===== config.mk =====
export PLATFORM = sky130hd
export DESIGN_NAME = piezo_pulse_detector
export DESIGN_NICKNAME = d
export VERILOG_FILES = /design/src/rtl/piezo_pulse_detector_pkg.sv /design/src/rtl/piezo_pulse_detector_sync_chain.sv /design/src/rtl/piezo_pulse_detector.sv
export SDC_FILE = /design/constraint.sdc
export NUM_CORES = 1
export LEC_CHECK = 0
export CAP_MARGIN = 5
export CORE_MARGIN = 5
export CORE_UTILIZATION = 40
export DETAILED_ROUTE_END_ITERATION = 7
export GPL_TIMING_DRIVEN = 0
export SLEW_MARGIN = 10
export SYNTH_ARGS = -nofsm -noshare
export SYNTH_HDL_FRONTEND = slang
export SYNTH_HIERARCHICAL = 1
export SYNTH_SLANG_ARGS = --single-unit

===== constraint.sdc =====
create_clock -name clock -period 8.6 [get_ports clock]
set_input_delay 1.29 -clock clock [delete_from_list [all_inputs] [get_ports clock]]
set_output_delay 1.29 -clock clock [all_outputs]
set_load 0.02 [all_outputs]

===== src/rtl/piezo_pulse_detector_pkg.sv =====
// Shared types and helpers for the piezo pulse detector.
// FSM encoding, statistics width and saturating arithmetic.
package piezo_pulse_detector_pkg;

    typedef enum logic [2:0] {
        ST_IDLE     = 3'd0,
        ST_QUALIFY  = 3'd1,
        ST_ACTIVE   = 3'd2,
        ST_HOLDOFF  = 3'd3,
        ST_WAIT_LOW = 3'd4
    } state_e;

    localparam int STAT_W = 16;
    localparam logic [STAT_W-1:0] STAT_MAX = '1;

    function automatic logic [STAT_W-1:0] sat_inc(
        input logic [STAT_W-1:0] v,
        input logic [STAT_W-1:0] lim
    );
        return (v >= lim) ? v : v + STAT_W'(1);
    endfunction

endpackage


===== src/rtl/piezo_pulse_detector_sync_chain.sv =====
// Multi-flop synchroniser for an asynchronous single-bit input.
// Reusable for any async line entering the time-sync clock domain.
module piezo_pulse_detector_sync_chain #(
    parameter int STAGES = 2
) (
    input  logic clock,
    input  logic reset,
    input  logic d_i,
    output logic q_o
);

    logic [STAGES-1:0] sync_q;

    always_ff @(posedge clock or posedge reset) begin
        if (reset) begin
            sync_q <= '0;
        end else begin
            sync_q <= {sync_q[STAGES-2:0], d_i};
        end
    end

    assign q_o = sync_q[STAGES-1];

endmodule


===== src/rtl/piezo_pulse_detector.sv =====
// Piezo hit detector: sync, glitch reject, fixed pulse, hold-off,
// timestamp and saturating event/glitch statistics.
module piezo_pulse_detector
    import piezo_pulse_detector_pkg::*;
#(
    parameter int SYNC_STAGES = 2,
    parameter int MIN_WIDTH   = 4,
    parameter int OUT_LEN     = 6,
    parameter int HOLDOFF     = 64,
    parameter int TS_W        = 32,
    parameter logic [STAT_W-1:0] SAT_MAX = STAT_MAX
) (
    input  logic              clock,
    input  logic              reset,
    input  logic              enable,
    input  logic              clear_stats,
    input  logic              piezo_raw_in,
    output logic              pulse_out,
    output logic              pulse_valid,
    output logic [TS_W-1:0]   timestamp,
    output logic [STAT_W-1:0] event_count,
    output logic [STAT_W-1:0] glitch_count,
    output logic              busy
);

    localparam int MAX_A   = (HOLDOFF > OUT_LEN) ? HOLDOFF : OUT_LEN;
    localparam int CNT_MAX = (MAX_A > MIN_WIDTH) ? MAX_A : MIN_WIDTH;
    localparam int CW      = $clog2(CNT_MAX + 1) + 1;

    localparam logic [CW-1:0] Q_LAST = CW'(MIN_WIDTH - 1);
    localparam logic [CW-1:0] O_LAST = CW'(OUT_LEN);
    localparam logic [CW-1:0] H_LAST = CW'(HOLDOFF);
    localparam logic [CW-1:0] ONE    = CW'(1);

    logic              s;
    state_e            state_q;
    logic [CW-1:0]     cnt_q;
    logic [TS_W-1:0]   timebase_q;
    logic [TS_W-1:0]   ts_hold_q;
    logic [TS_W-1:0]   stamp_q;
    logic              pulse_q;
    logic              valid_q;
    logic              busy_q;
    logic [STAT_W-1:0] event_q, event_d;
    logic [STAT_W-1:0] glitch_q, glitch_d;
    logic              hit;
    logic              glitch;

    piezo_pulse_detector_sync_chain #(
        .STAGES(SYNC_STAGES)
    ) u_sync (
        .clock(clock),
        .reset(reset),
        .d_i  (piezo_raw_in),
        .q_o  (s)
    );

    always_ff @(posedge clock or posedge reset) begin
        if (reset) begin
            timebase_q <= '0;
        end else begin
            timebase_q <= timebase_q + TS_W'(1);
        end
    end

    always_comb begin
        hit    = 1'b0;
        glitch = 1'b0;
        if (enable) begin
            unique case (state_q)
                ST_IDLE: begin
                    hit = s && (MIN_WIDTH == 1);
                end
                ST_QUALIFY: begin
                    hit    = s && (cnt_q == Q_LAST);
                    glitch = !s;
                end
                default: ;
            endcase
        end
    end

    // Clear wins over a same-cycle increment; that cycle's event is lost.
    always_comb begin
        event_d  = hit ? sat_inc(event_q, SAT_MAX) : event_q;
        glitch_d = glitch ? sat_inc(glitch_q, SAT_MAX) : glitch_q;
        if (clear_stats) begin
            event_d  = '0;
            glitch_d = '0;
        end
    end

    always_ff @(posedge clock or posedge reset) begin
        if (reset) begin
            event_q  <= '0;
            glitch_q <= '0;
        end else begin
            event_q  <= event_d;
            glitch_q <= glitch_d;
        end
    end

    always_ff @(posedge clock or posedge reset) begin
        if (reset) begin
            state_q   <= ST_IDLE;
            cnt_q     <= '0;
            ts_hold_q <= '0;
            stamp_q   <= '0;
            pulse_q   <= 1'b0;
            valid_q   <= 1'b0;
            busy_q    <= 1'b0;
        end else begin
            busy_q  <= (state_q != ST_IDLE);
            valid_q <= 1'b0;
            if (!enable) begin
                state_q <= ST_IDLE;
                pulse_q <= 1'b0;
            end else if (hit) begin
                pulse_q <= 1'b1;
                valid_q <= 1'b1;
                stamp_q <= (state_q == ST_IDLE) ? timebase_q : ts_hold_q;
                cnt_q   <= ONE;
                state_q <= ST_ACTIVE;
            end else begin
                unique case (state_q)
                    ST_IDLE: begin
                        if (s) begin
                            ts_hold_q <= timebase_q;
                            cnt_q     <= ONE;
                            state_q   <= ST_QUALIFY;
                        end
                    end
                    ST_QUALIFY: begin
                        if (!s) state_q <= ST_IDLE;
                        else    cnt_q   <= cnt_q + ONE;
                    end
                    ST_ACTIVE: begin
                        if (cnt_q == O_LAST) begin
                            pulse_q <= 1'b0;
                            cnt_q   <= ONE;
                            state_q <= (HOLDOFF == 0) ? ST_WAIT_LOW
                                                      : ST_HOLDOFF;
                        end else begin
                            cnt_q <= cnt_q + ONE;
                        end
                    end
                    ST_HOLDOFF: begin
                        if (cnt_q == H_LAST) state_q <= ST_WAIT_LOW;
                        else                 cnt_q   <= cnt_q + ONE;
                    end
                    ST_WAIT_LOW: begin
                        if (!s) state_q <= ST_IDLE;
                    end
                    default: state_q <= ST_IDLE;
                endcase
            end
        end
    end

    assign pulse_out    = pulse_q;
    assign pulse_valid  = valid_q;
    assign timestamp    = stamp_q;
    assign event_count  = event_q;
    assign glitch_count = glitch_q;
    assign busy         = busy_q;

endmodule


## After elaboration in Yosys (flattened, before gate mapping)

Cells that the tools add are included.

| word-level totals | value |
|---|---|
| RAM bits | 0 |
| memories | 0 |
| latch bits | 0 |
| memory bits (read-only) | 0 |
| logic and storage cells | 81 |
| bits of input ports | 5 |
| flip-flop bits (word level) | 144 |
| output and inout port bits | 67 |

| operators by class | value |
|---|---|
| shift-type cells | 0 |
| add/sub/neg operators | 4 |
| bitwise operators | 1 |
| equality and inequality tests | 18 |
| $lt $le $gt $ge | 2 |
| multiplexer cells | 30 |
| reduce and logical (&&, ||, !) cells | 15 |
| div/mod/pow operators | 0 |
| multiply operators | 0 |

Operators by type and width:

| operator | count |
|---|---|
| 2-to-1 mux 16 bit | 6 |
| 2-to-1 mux 8 bit | 5 |
| adder 16 x 1 -> 16 bit, second input constant | 2 |
| adder 32 x 1 -> 32 bit, second input constant | 1 |
| greater-or-equal comparator 16 bit, second input constant | 2 |
| 2-to-1 mux 32 bit | 1 |
| one-hot mux 8 bit (4 select lines) | 1 |
| 2-to-1 mux 3 bit | 6 |
| != test 4 bit, second input constant | 3 |
| one-hot mux 3 bit (4 select lines) | 1 |
| 2-to-1 mux 1 bit | 10 |
| adder 8 x 1 -> 8 bit, second input constant | 1 |
| == test 8 x 2 -> 1 bit, second input constant | 1 |
| == test 8 x 3 -> 1 bit, second input constant | 1 |
| == test 8 x 7 -> 1 bit, second input constant | 1 |
| AND reduction 2 bit | 4 |
| AND reduction 4 bit | 2 |
| == test 3 x 2 -> 1 bit, second input constant | 2 |
| != test 3 x 1 -> 1 bit, second input constant | 2 |
| != test 3 x 2 -> 1 bit, second input constant | 2 |
| AND reduction 5 bit | 1 |
| nonzero test 5 bit | 1 |
| != test 2 bit, second input constant | 2 |
| != test 4 x 3 -> 1 bit, second input constant | 1 |
| other kinds (10) | 11 |

## Depth between registers and ports, before layout

Gate-level depths: netlist of run 1.

| logic depth | value |
|---|---|
| depth in word-level cells | 6 |
| mapped depth | 8 |
| gate-level depth less buffers | 7 |

## By module

The synthesis of run 1 kept the hierarchy.

By module, submodules not included:

| module | times used | cells each | area an instance (um^2) | sequential area each (um^2) |
|---|---|---|---|---|
| piezo_pulse_detector | 1 | 604 | 6,655.1 | 3,553.4 |
| piezo_pulse_detector_sync_chain | 1 | 3 | 53.8 | 50.0 |

## Worst setup path after synthesis of run 1

OpenSTA, ideal clock, no wires.

| path | value |
|---|---|
| path kind | input -> register |
| from | in enable |
| to | reg glitch_q[13] (netlist: glitch_count[13]) |
| cell stages on the path | 5 |
| data required time | 8.522 ns |
| arrival | 2.559 ns |
| buffers on the path | 0 |
| path slack | 5.963 ns |
| setup time | 0.078 ns |
| cells stage by stage | nand2b_1 or3b_1 a2111o_1 or3_1 a21oi_1 |

| between the ends | value |
|---|---|
| word-level cells in the longest chain between the ends | 3 |

RTL lines:

| item | line | RTL |
|---|---|---|
| from (decl) | piezo_pulse_detector.sv:15 | `input logic enable,` |
| 2-to-1 mux 1 bit | piezo_pulse_detector.sv:69 | `if (enable) begin` |
| nonzero test 2 bit (no line) | n/a |  |
| AND reduction 2 bit (no line) | n/a |  |
| to (signal assigned) | piezo_pulse_detector.sv:99 | `glitch_q <= glitch_d;` |
| to (decl) | piezo_pulse_detector.sv:45 | `logic [STAT_W-1:0] glitch_q, glitch_d;` |

No other way between the ends.
A chain may end at the register's enable or synchronous reset.

## Worst setup path in the final report of run 1

| path | value |
|---|---|
| from | in enable |
| to | reg glitch_q[9] (netlist: glitch_count[9]) |

Same word-level chain as after synthesis.

==> results of run 1 <==
[per-stage QoR]
step | power, uW | hold WS, ps | worst slack [ps] | std cells | instance area, sq um
floorplan | 953 | 331 | 3500 | 607 | 6710
global placement | 1030 | 337 | 1490 | 897 | 7680
detailed placement | 1040 | 342 | 5160 | 898 | 7720
CTS | 1790 | 352 | 5600 | 930 | 8320
global route | 1840 | 355 | 5480 | 930 | 8320
finish | 1760 | 350 | 5600 | 930 | 8320
[worst paths after layout]
path	from	endpoint	slack, ps	cells past startpoint
worst min-delay path	u_sync/sync_q[0]	u_sync/sync_q[1]	350	0
worst min register to register	u_sync/sync_q[0]	u_sync/sync_q[1]	350	0
max in group asynchronous	reset	timebase_q[31]	6510	3
worst max register to register	state_q[1]	ts_hold_q[13]	6200	6
min in group asynchronous	reset	u_sync/sync_q[1]	1180	2
worst max-delay path	enable	glitch_count[9]	5600	6
[placed cells by master (no fill, tap or decap), drive strengths merged, types with 4 or more instances in the layout]
cell type and instances:
clkdlybuf4s50 70, clkbuf 42, mux2i 33, a221o 4, o21ai 38, nand2 55
a21oi 8, and4 9, clkinvlp 4, or3 5, xnor2 39, ha 6
inv 18, nor3 13, nor4 8, buf 12, mux2 36, nor3b 4
and3 8, nand3 30, nand4 13, nor2b 8, a211oi 4, dfrtp 144
nor2 51, xor2 14
[logic make-up (layout without fill, tap and decap cells)]
kind of cell / after synthesis / count (layout) / synth area share
AOI/OAI and AO/OA: 71 / 71 / 0.0694
xor gates and xnor gates: 53 / 53 / 0.0692
adders and majority gates: 6 / 6 / 0.0112
buffers and inverters: 48 / 151 / 0.0300
DFF: 144 / 144 / 0.537
muxes: 69 / 69 / 0.110
and+or+nand+nor: 216 / 216 / 0.173
[power breakdown]
group          leakage (uW)  switching, uW  internal (uW)  total, uW
clock              0.000287            281            464        745
sequential          0.00197           23.3            713        736
combinational       0.00145            161            123        284
total               0.00370            464           1300       1760
[critical path, stage by stage]
cell             delay [ps]
clkdlybuf4s50_1         570
nand2b_1                120
or3b_1                  460
a2111o_1                420
or3_1                   330
a21oi_1                 150
[flip-flops by register name (all words and copies together), names as in the netlist]
register       flops
cnt_q              8
u_sync/sync_q      2
glitch_count      16
pulse_out          1
event_count       16
timestamp         32
busy               1
pulse_valid        1
state_q            3
ts_hold_q         32
timebase_q        32
[Yosys cell counts, types with 3 or more instances]
master,instances,area (sq um)
a211oi_1,4,30.0
nor2b_1,7,43.8
a21oi_1,8,40.0
ha_1,6,75.1
buf_2,8,40.0
xnor2_1,39,342
nand4_1,13,81.3
and4_1,9,78.8
nor3b_1,3,22.5
inv_1,18,67.6
clkbuf_1,19,71.3
o21ai_0,38,190
mux2i_1,33,330
or3_1,5,31.3
nor2_1,51,191
and3_1,8,50.1
nor3_1,11,55.1
nand2_1,55,206
mux2_2,34,383
nor4_1,5,31.3
a221o_1,4,40.0
xor2_1,14,123
dfrtp_1,144,3600
a22o_1,3,26.3
nand3_1,30,150
[area by class of cell]
class,count,area [sq um]
flip-flops and latches,144,3600
multi-input cells,415,2900
plain buffers,30,134
fillers,1451,8200
inverters,18,75.1
clock buffers,23,498
repair buffers,71,728
well taps,220,275
clock inverters,9,105
[routing by layer]
metal | GRT usage | wire length (um) | up-vias
met1 | 0.206 | 6680 | 2376
met2 | 0.249 | 6780 | 89
met5 | 0 | 0 | -
met3 | 0.0443 | 579 | 9
met4 | 0.0396 | 108 | 0
li1 | - | - | 2303
==> impl_metrics.env, run 1 <==
export IMPL_gr_total_overflow=0
export IMPL_wl_per_cell_um=15.2
export IMPL_netlist_area_sq_mm=0.00671
export IMPL_die_x_um=140
export IMPL_cts_max_level=4
export IMPL_hold_path_class="reg -> reg"
export IMPL_peakVddDrop_mv=0.138
export IMPL_final_max_slew_viol_count=0
export IMPL_drv_cap=0
export IMPL_syn_nets=618
export IMPL_area_delta_synth_final_pct=24.1
export IMPL_clk_pin_slew_ps=60
export IMPL_start_util=0.406
export IMPL_synth_edff_count=0
export IMPL_synth_sequential_area_ratio=0.537
export IMPL_setup_viol=0
export IMPL_endpoint_kind="flip-flop"
export IMPL_grt_pass1_wl_um=24600
export IMPL_start_kind="input port"
export IMPL_path_class="in -> reg"
export IMPL_cp_max_fo=6
export IMPL_die_area_sq_mm=0.0195
export IMPL_coreArea_sq_mm=0.0165
export IMPL_yosysUniqueCellTypes=53
export IMPL_syn_inst=607
export IMPL_run_status="finished, final reports clean"
export IMPL_antenna_cells=0
export IMPL_syn_avg_cell_area_sq_um=11.1
export IMPL_cts_setup_buffers=0
export IMPL_antenna_found_initial=0
export IMPL_hold_buffers=0
export IMPL_synth_async_reset_ratio=1.00
export IMPL_clock_skew_final_ps=5.92
export IMPL_cts_path_max_buffers=2
export IMPL_row_count=47
export IMPL_post_dp_hpwl_um=9700
export IMPL_synth_warnings=6
export IMPL_clk_latency_ps=420
export IMPL_worstPathRequired_ps=8930
export IMPL_detail_route_antenna_nets=0
export IMPL_drt_wl_total_um=14100
export IMPL_drcViolationCount=0
export IMPL_ys_seq_elements=144
export IMPL_fmax_mhz=333
export IMPL_ys_flop_type="dfrtp_1"
export IMPL_setup_tns_final_ps=0
export IMPL_drtPass1Iterations=5
export IMPL_drt_iter0_drc=330
export IMPL_ioPinCount=72
export IMPL_leakage_uw=0.00370
export IMPL_powerDensity_mw_per_mm2=212
export IMPL_drive_gt1_frac=0.131
export IMPL_period_needed_ps=3000
export IMPL_finalCritPeriodShare=0.349
export IMPL_gp_congestion=0.875
export IMPL_cts_root_buffer="clkbuf_16"
export IMPL_first_global_vias=4943
export IMPL_tightest_slew_ps=689
export IMPL_io_buffers=70
export IMPL_maxSlewHeadroom=0.541
export IMPL_numCtsBuffers=17
export IMPL_finalNetCount=708
export IMPL_dieHeight_um=140
export IMPL_cts_repair_resize_count=0
export IMPL_final_util=0.504
export IMPL_cts_tree="done"
export IMPL_vias=4777
export IMPL_grtUsageTotal=0.154
export IMPL_hold_viol_final=0
export IMPL_cts_sinks=144
export IMPL_grt_max_degree=109
export IMPL_avgViaCountPerCell=5.14
export IMPL_rsz0062_at_grt="false"
export IMPL_cp_arrival_ps=3340
No activity file was read; power rests on OpenSTA's default activity.
==> run 2: changes to the inputs <==
==> constraint.sdc (replaced) <==
create_clock -name clock -period 2.4 [get_ports clock]
set_input_delay 0.36 -clock clock [delete_from_list [all_inputs] [get_ports clock]]
set_output_delay 0.36 -clock clock [all_outputs]
set_load 0.02 [all_outputs]
==> impl_metrics.env, run 2 (synthesized netlist as in run 1, its figures left out) <==
export IMPL_run_status="finished, final reports clean"
export IMPL_post_dp_hpwl_um=10200
export IMPL_wl_met2_um=6920
export IMPL_grt_pass1_wl_um=24600
export IMPL_antenna_found_initial=0
export IMPL_top_layer="met4"
export IMPL_drcViolationCount=0
export IMPL_gr_total_overflow=0
export IMPL_start_util=0.406
export IMPL_detail_route_antenna_nets=0
export IMPL_final_cell_mix="dfrtp_1 (144), clkdlybuf4s50_1 (70), nand2_1 (55)"
export IMPL_first_global_vias=4945
export IMPL_avgViaCountPerCell=5.20
export IMPL_fmax_mhz=428
export IMPL_cts_setup_buffers=0
export IMPL_drt_wl_total_um=14500
export IMPL_start_kind="flip-flop"
export IMPL_maxSlewHeadroom=0.488
export IMPL_final_max_slew_viol_count=0
export IMPL_die_area_sq_mm=0.0195
export IMPL_path_class="reg -> reg"
export IMPL_grtUsageTotal=0.154
export IMPL_drt_iter0_drc=256
export IMPL_finalNetCount=709
export IMPL_cts_path_max_buffers=2
export IMPL_finalCritPeriodShare=0.975
export IMPL_setup_viol=0
export IMPL_critical_path_buf_inv_count=0
export IMPL_vias=4844
export IMPL_met1_length_um=6810
export IMPL_drv_cap=0
export IMPL_cts_tree="done"
export IMPL_drtPass1Iterations=6
export IMPL_clk_latency_ps=420
export IMPL_period_needed_ps=2340
export IMPL_final_util=0.508
export IMPL_cts_sinks=144
export IMPL_grt_max_degree=35
export IMPL_powerDensity_mw_per_mm2=764
export IMPL_io_buffers=70
export IMPL_ioPinCount=72
export IMPL_crit_slowest_cell="or4_4"
export IMPL_slowest_delay_ps=600
export IMPL_dieHeight_um=140
export IMPL_setup_slack_ps=60.9
export IMPL_hold_viol_final=0
export IMPL_tightest_slew_ps=769
export IMPL_clk_pin_slew_ps=60
export IMPL_antenna_cells=0
export IMPL_endpoint_kind="flip-flop"
export IMPL_hold_path_class="in -> async"
export IMPL_leakage_uw=0.00374
export IMPL_hold_buffers=0
export IMPL_final_common_cell="dfrtp_1"
export IMPL_clock_skew_final_ps=5.86
export IMPL_detailedPlace_worstSlack_ps=-143
export IMPL_fillers=1436
export IMPL_gp_congestion=0.889
export IMPL_peakVddDrop_mv=0.648
export IMPL_dr_wl_met3_um=627
export IMPL_cts_max_level=4
export IMPL_cts_root_buffer="clkbuf_16"
export IMPL_critical_path_top_delay_family="simple AND/OR/NAND/NOR gates"
export IMPL_fin_total_pwr_uw=6420
export IMPL_rsz0062_at_grt="true"
export IMPL_worstPathRequired_ps=2700
export IMPL_die_x_um=140
export IMPL_crit_path_cell_trace="or4_4 > nand4b_4 > nor3_2 > nor3b_2 > mux2_1"
export IMPL_setup_tns_final_ps=0
export IMPL_area_delta_synth_final_pct=25.2
export IMPL_drive_gt1_frac=0.142
export IMPL_cp_max_fo=9
export IMPL_row_count=47
export IMPL_cp_arrival_ps=2640
export IMPL_wl_per_cell_um=15.6
export IMPL_coreArea_sq_mm=0.0165
export IMPL_numCtsBuffers=17
## run 2: cell count changes in the layout (fill, tap and decap cells not counted), sizes merged
| cell | delta |
|---|---|
| bufinv | +1 |
| clkinv | +5 |
| clkbuf | -6 |
| clkinvlp | -2 |
| buf | +3 |
## run 2: cell type report
type                       instances  area (sq um)  share of cell area
buffer                            28           129              0.0153
clock buffer                      19           453              0.0539
clock inverter                    13           161              0.0192
inverter                          18          71.3             0.00849
multi-input combinational        415          2920               0.347
sequential                       144          3600               0.429
tap                              220           275              0.0328
timing repair buffer              74           788              0.0939
## run 2: final timing paths
path | start | to | slack (ps) | cells past startpoint
max | cnt_q[3] | event_count[13] | 60 | 5
min | reset | u_sync/sync_q[0] | 180 | 2
max reg2reg | cnt_q[3] | event_count[13] | 60 | 5
min reg2reg | u_sync/sync_q[0] | u_sync/sync_q[1] | 360 | 0
max in group asynchronous | reset | event_count[4] | 1000 | 5
min in group clock | u_sync/sync_q[0] | u_sync/sync_q[1] | 360 | 0
## run 2: stage by stage
stage                     std cells  area (sq um)  hold WS [ps]
after global placement          897          7690           336
final                           931          8400           180
after floorplan                 607          6710           101
after CTS                       933          8400           166
after detailed placement        901          7780           351
after global routing            931          8400           181
## run 2: timing repair
item,in CTS,in global routing
cloned,0,0
setup endpoints to repair,30,27
gates resized for setup,2,5
## run 2: routing by layer
metal  vias to the layer above  global-route usage
met2                        89               0.247
li1                       2309                   -
met3                        21              0.0439
met4                         0              0.0474
met5                         -                   0
met1                      2425               0.203
## run 2: power by group
| part | total (uW) | internal (uW) | switching, uW |
|---|---|---|---|
| sequential | 2650 | 2550 | 92.4 |
| combinational | 1040 | 459 | 584 |
| clock | 2730 | 1690 | 1040 |
